==> src/rtl/shift_popcount.sv <==
// rtl/shift_popcount.sv - chunked ones/zeros counter, whole-word or trailing-run mode
module shift_popcount #(
    parameter int WIDTH = 8,
    parameter int STEP  = 1,
    localparam int CW   = $clog2(WIDTH + 1)
) (
    input  logic             clk,
    input  logic             reset,
    input  logic             start,
    input  logic [WIDTH-1:0] d,
    input  logic [1:0]       mode,
    output logic             ready,
    output logic             done,
    output logic [CW-1:0]    k
);

    localparam int NCH = WIDTH / STEP;
    localparam int NW  = (NCH > 1) ? $clog2(NCH) : 1;

    typedef enum logic {IDLE, RUN} state_t;

    state_t           state, state_nx;
    logic [WIDTH-1:0] sr;
    logic [1:0]       mode_q;
    logic [NW-1:0]    cnt;
    logic [STEP-1:0]  chunk;
    logic [CW-1:0]    ones, run;
    logic             alive, last;

    assign ready = (state == IDLE);

    always_comb begin
        chunk = sr[STEP-1:0] ^ {STEP{mode_q[0]}};
        ones  = '0;
        run   = '0;
        alive = 1'b1;
        // run keeps counting only while every lower bit of the chunk matched
        for (int i = 0; i < STEP; i++) begin
            ones  = ones + CW'(chunk[i]);
            alive = alive & chunk[i];
            run   = run + CW'(alive);
        end
        last = (cnt == NW'(NCH - 1)) || (mode_q[1] && !(&chunk));
        state_nx = state;
        case (state)
            IDLE: if (start) state_nx = RUN;
            RUN:  if (last)  state_nx = IDLE;
            default: state_nx = IDLE;
        endcase
    end

    always_ff @(posedge clk) begin
        if (reset) begin
            state  <= IDLE;
            sr     <= '0;
            mode_q <= '0;
            cnt    <= '0;
            k      <= '0;
            done   <= 1'b0;
        end else begin
            state <= state_nx;
            done  <= 1'b0;
            case (state)
                IDLE: begin
                    if (start) begin
                        sr     <= d;
                        mode_q <= mode;
                        k      <= '0;
                        cnt    <= '0;
                    end
                end
                RUN: begin
                    k   <= k + (mode_q[1] ? run : ones);
                    sr  <= sr >> STEP;
                    cnt <= cnt + NW'(1);
                    if (last) done <= 1'b1;
                end
                default: ;
            endcase
        end
    end

endmodule

==> config.mk <==
export PLATFORM = sky130hd
export DESIGN_NAME = shift_popcount
export DESIGN_NICKNAME = d
export VERILOG_FILES = /design/src/rtl/shift_popcount.sv
export SDC_FILE = /design/constraint.sdc
export NUM_CORES = 1
export LEC_CHECK = 0
export CAP_MARGIN = 20
export CORE_MARGIN = 2
export CORE_UTILIZATION = 48
export CTS_CLUSTER_DIAMETER = 150
export CTS_CLUSTER_SIZE = 10
export DETAILED_ROUTE_END_ITERATION = 6
export PLACE_DENSITY = 0.78
export SKIP_LAST_GASP = 1
export SYNTH_ARGS = -nofsm -noshare
export SYNTH_HDL_FRONTEND = slang
export SYNTH_SLANG_ARGS = --single-unit
==> constraint.sdc <==
create_clock -name clk -period 1.6 [get_ports clk]
set_clock_uncertainty 0.15 [all_clocks]
set_input_delay 0.16 -clock clk [delete_from_list [all_inputs] [get_ports clk]]
set_output_delay 0.16 -clock clk [all_outputs]
set_load 0.1 [all_outputs]
### Yosys cells after proc, flatten, opt, wreduce, memory -nomap -nowiden

Cells that the tools add are included.

| word-level totals | value |
|---|---|
| register bits after elaboration | 19 |
| input port bits | 13 |
| word-level logic and storage cells | 27 |
| output and inout bits | 6 |

| cells by class | value |
|---|---|
| reduce and logical (&&, ||, !) cells | 5 |
| mux-type cells | 10 |
| add/subtract/negate cells | 2 |
| equality and inequality tests | 2 |
| bitwise operators | 2 |

Operators with widths:

| cell | number |
|---|---|
| 8-bit one-hot mux with 2 select lines | 1 |
| 8-bit two-way mux | 1 |
| 4-bit one-hot mux with 2 select lines | 1 |
| 3-bit one-hot mux with 2 select lines | 1 |
| 4-bit by 1-bit adder with 4-bit output | 1 |
| 4-bit two-way mux | 1 |
| 3-bit by 1-bit adder with 3-bit output, second input constant | 1 |
| 3-bit equality test, second input constant | 1 |
| 1-bit two-way mux | 3 |
| 3-bit two-way mux | 1 |
| 2-bit != test, second input constant | 1 |
| 1-bit one-hot mux with 2 select lines | 1 |
| 2-bit AND reduction | 1 |
| 2-bit OR reduction | 1 |
| 1-bit logical AND | 1 |
| 1-bit zero test | 1 |
| 1-bit logical OR | 1 |
| 1-bit NOT | 1 |
| 1-bit XOR | 1 |

### Longest topological paths before layout

| depth | value |
|---|---|
| depth after elaboration | 6 |
| gate-level depth with buffers | 6 |
| depth with buffers taken out | 6 |

### Worst setup path after synthesis

OpenSTA, ideal clock, no wires.

| path | value |
|---|---|
| path kind | register to register |
| from | register k[0] |
| to | register k[3] |
| period minus slack after synthesis | 2003 ps |
| setup slack | -403 ps |
| data required time | 1376 ps |
| library setup time | 74 ps |
| buffers on the path | 0 |
| stages on the path, launching flop included | 5 |
| data arrival time | 1779 ps |
| cell sequence | dfxtp_1 -> ha_1 -> nand3_1 -> or3_1 -> a31oi_1 |

| between the ends | value |
|---|---|
| longest elaborated chain between the ends | 2 |

RTL lines:

| item | RTL line | text |
|---|---|---|
| from (decl) | 14 | `output logic [CW-1:0] k` |
| from (signal assigned) | 73 | `k <= k + (mode_q[1] ? run : ones);` |
| 4-bit by 1-bit adder with 4-bit output | 73 |  |
| 4-bit one-hot mux with 2 select lines | 63 | `case (state)` |

No other way between the ends.
A chain may end at the register's enable or synchronous reset.

### Worst setup path after layout

| path | value |
|---|---|
| from | register sr[0] |
| to | register k[3] |

| between the ends | value |
|---|---|
| longest elaborated chain between the ends | 3 |

RTL lines:

| item | RTL line | text |
|---|---|---|
| from (decl) | 23 | `logic [WIDTH-1:0] sr;` |
| from (signal assigned) | 74 | `sr <= sr >> STEP;` |
| 1-bit XOR | 33 | `chunk = sr[STEP-1:0] ^ {STEP{mode_q[0]}};` |
| 4-bit by 1-bit adder with 4-bit output | 73 |  |
| 4-bit one-hot mux with 2 select lines | 63 |  |

No other way between the ends.

==> impl_metrics.csv <==
group,metric,value,unit
grt,track_usage,0.172,
timing,finalSetupTns,0,ps
timing,post-route-period-util,0.939,
die,start_util,0.513,
final_layout,utilization,0.697,
critical_path,critical_path_arrival,1590,ps
synthesis,ys_top_cells_by_area,"dfxtp_1 43%, a21oi_1 8.5%, nand2_1 8.1%, mux2_2 6.4%, ha_1 5.6%",
final_layout,syn_to_final_growth,35.9,%
clock_tree,cts.sinks,19,
power_and_ir_drop,ir_drop,0.000497,V
timing,timing.final.ws_setup,97.6,ps
critical_path,worst_path_max_delay_cell,"dfxtp_2",
power_and_ir_drop,p_leak,0.000477,uW
grt,grt_max_degree,20,
place,dp_hpwl,1.20,mm
synthesis,syn-instance-count,100,
final_layout,drive_gt1_frac,0.242,
clock_tree,post_cts_buffers,0,
clock_tree,cts_tree,"done",
die,io_pins,19,
timing,setup_viol,0,
die,row_count,15,
synthesis,ys.flop_type,"dfxtp_1",
routing,vias,719,
clock_tree,cts_resized,0,
die,fp.dieH,47.0,um
grt,grt_pass1_vias,615,
final_layout,num_antenna_cells,0,
outcome,status,"completed",
hold_path,hp-class,"in -> reg",
critical_path,worstSetupPathType,"reg -> reg",
grt,grt_pass1_wl,2.64,mm
clock_tree,clk_pin_slew_worst_paths,110,ps
place,post-place-ws,45.0,ps
synthesis,synth_edf_count,0,
synthesis,yosys.area.top_type,"dfxtp_1",
clock_tree,clk_latency,290,ps
synthesis,yosys_warnings,0,
clock_tree,cts_hold_buf,0,
timing,rsz0062_at_grt,"no",
routing,drc,0,
grt,antenna_found_initial,0,
critical_path,critical-path-max-stage-delay,370,ps
synthesis,syn-cell-area,886,um^2
synthesis,syn_avg_cell_area,8.86,um^2
final_layout,layout_common_cells,"19 x nand2_1, 15 x a21oi_1, 14 x dfxtp_1, 12 x clkdlybuf4s50_1, 7 x buf_12",
clock_tree,numCtsBuffers,3,
synthesis,synth_top_area_frac,0.429,
timing,slew_viol_final,0,
power_and_ir_drop,power_density,795,mW/mm^2
clock_tree,cts-root-buf,"clkbuf_4",
synthesis,async_flop_share,0,
synthesis,ys_seq_elements,19,
routing,routedWlPerCell,11.4,um
routing,drt_first_pass_iters,2,
clock_tree,clock_path_buffers,2,
synthesis,yosys.cell_types.count,26,
timing,min_period,1500,ps
die,design.die.area,0.00221,mm^2
timing,maxClockFrequency,666,MHz
critical_path,startpoint_type,"flop",
die,coreArea,0.00173,mm^2
critical_path,worstPathCellList,"xor2_2 -> ha_2 -> nand3_1 -> or3_1 -> a31oi_1",
timing,hold_viol_final,0,
routing,routed_wl,1.66,mm
synthesis,ys_seq_area_frac,0.429,
routing,vias_per_cell,4.96,
clock_tree,cts-htree-levels,1,
critical_path,required,1680,ps
routing,ant_nets,0,
place,gp_congestion,0.785,
die,die_x,47.0,um
synthesis,synth_nets,117,
place,io_buffer_count,18,
critical_path,critical_path.endpoint_type,"flop",
final_layout,finalNetCount,138,
final_layout,final_common_cell,"nand2_1",
routing,drt_iter0_drc,7,
grt,grt-ovfl-total,0,
timing,relSlewSlack,0.823,
critical_path,cp_max_fo,2,
job,drv_cap,0,
timing,tightest_slew,265,ps
[registers in the layout, summed over array words and instances, names as in the netlist]
signal,flops
mode_q,2
state,1
cnt,3
sr,8
k,4
done,1
[layout make-up]
cell class	instances	area, um^2
fill	148	523
multi-input combinational	71	453
sequential	19	389
timing repair buffer	23	290
tap	25	31.3
clock buffer	4	26.3
inverter	3	13.8
[metrics by stage]
| stage | hold WS [ps] | instances | area [um^2] | total power (uW) |
|---|---|---|---|---|
| finish | 247 | 145 | 1200 | 957 |
| global route | 244 | 145 | 1200 | 1000 |
| CTS | 253 | 145 | 1190 | 956 |
| detailed placement | 295 | 141 | 1160 | 719 |
| global placement | 284 | 141 | 1160 | 712 |
| floorplan | 146 | 100 | 892 | 645 |
[synthesized netlist by cell type (2+ instances only)]
master,instances
dfxtp_1,19
nor2b_1,2
inv_1,2
nor3b_1,5
mux2i_1,2
nand2_1,19
nand3_1,2
a21oi_1,15
buf_6,2
mux2_2,5
mux2_4,2
o21ai_0,2
ha_1,4
buf_2,2
nor2_1,6
[report_power, final]
group	switching, uW	internal (uW)
Combinational	97.9	99.1
Sequential	18.2	496
Clock	149	97.0
Total	265	692
[worst paths after layout]
kind	cells after the start	start	to	slack [ps]
max reg2reg	5	sr[0]$_SDFFE_PP0P_	k[3]$_SDFFE_PP0P_	100
min	3	mode[0]	mode_q[0]$_SDFFE_PP0P_	250
max	5	sr[0]$_SDFFE_PP0P_	k[3]$_SDFFE_PP0P_	100
min reg2reg	2	sr[2]$_SDFFE_PP0P_	sr[1]$_SDFFE_PP0P_	310
[layer usage]
metal / routed length [um] / up-vias / global-route usage
met5: 0 / - / 0
met4: 26 / 0 / 0.0833
met3: 54 / 4 / 0.0346
met2: 796 / 15 / 0.282
met1: 777 / 322 / 0.214
li1: - / 378 / -
[worst max-delay path: cells and delay by family, from the launching register on]
family	cells	cell delay, ps
fa+ha+maj	1	220
compound gates	1	120
xor+xnor	1	190
simple gates	2	400
flops	1	370
[cells by family after synthesis]
| group | after synthesis | share of synthesized area |
|---|---|---|
| AO/OA/AOI/OAI | 19 | 0.112 |
| XOR/XNOR | 1 | 0.00989 |
| adder cells (fa/ha/maj) | 4 | 0.0565 |
| buffers and inverters | 10 | 0.0706 |
| flip-flops | 19 | 0.429 |
| multiplexers | 9 | 0.120 |
| AND/OR/NAND/NOR | 38 | 0.202 |
No activity file was read; power rests on OpenSTA's default activity.
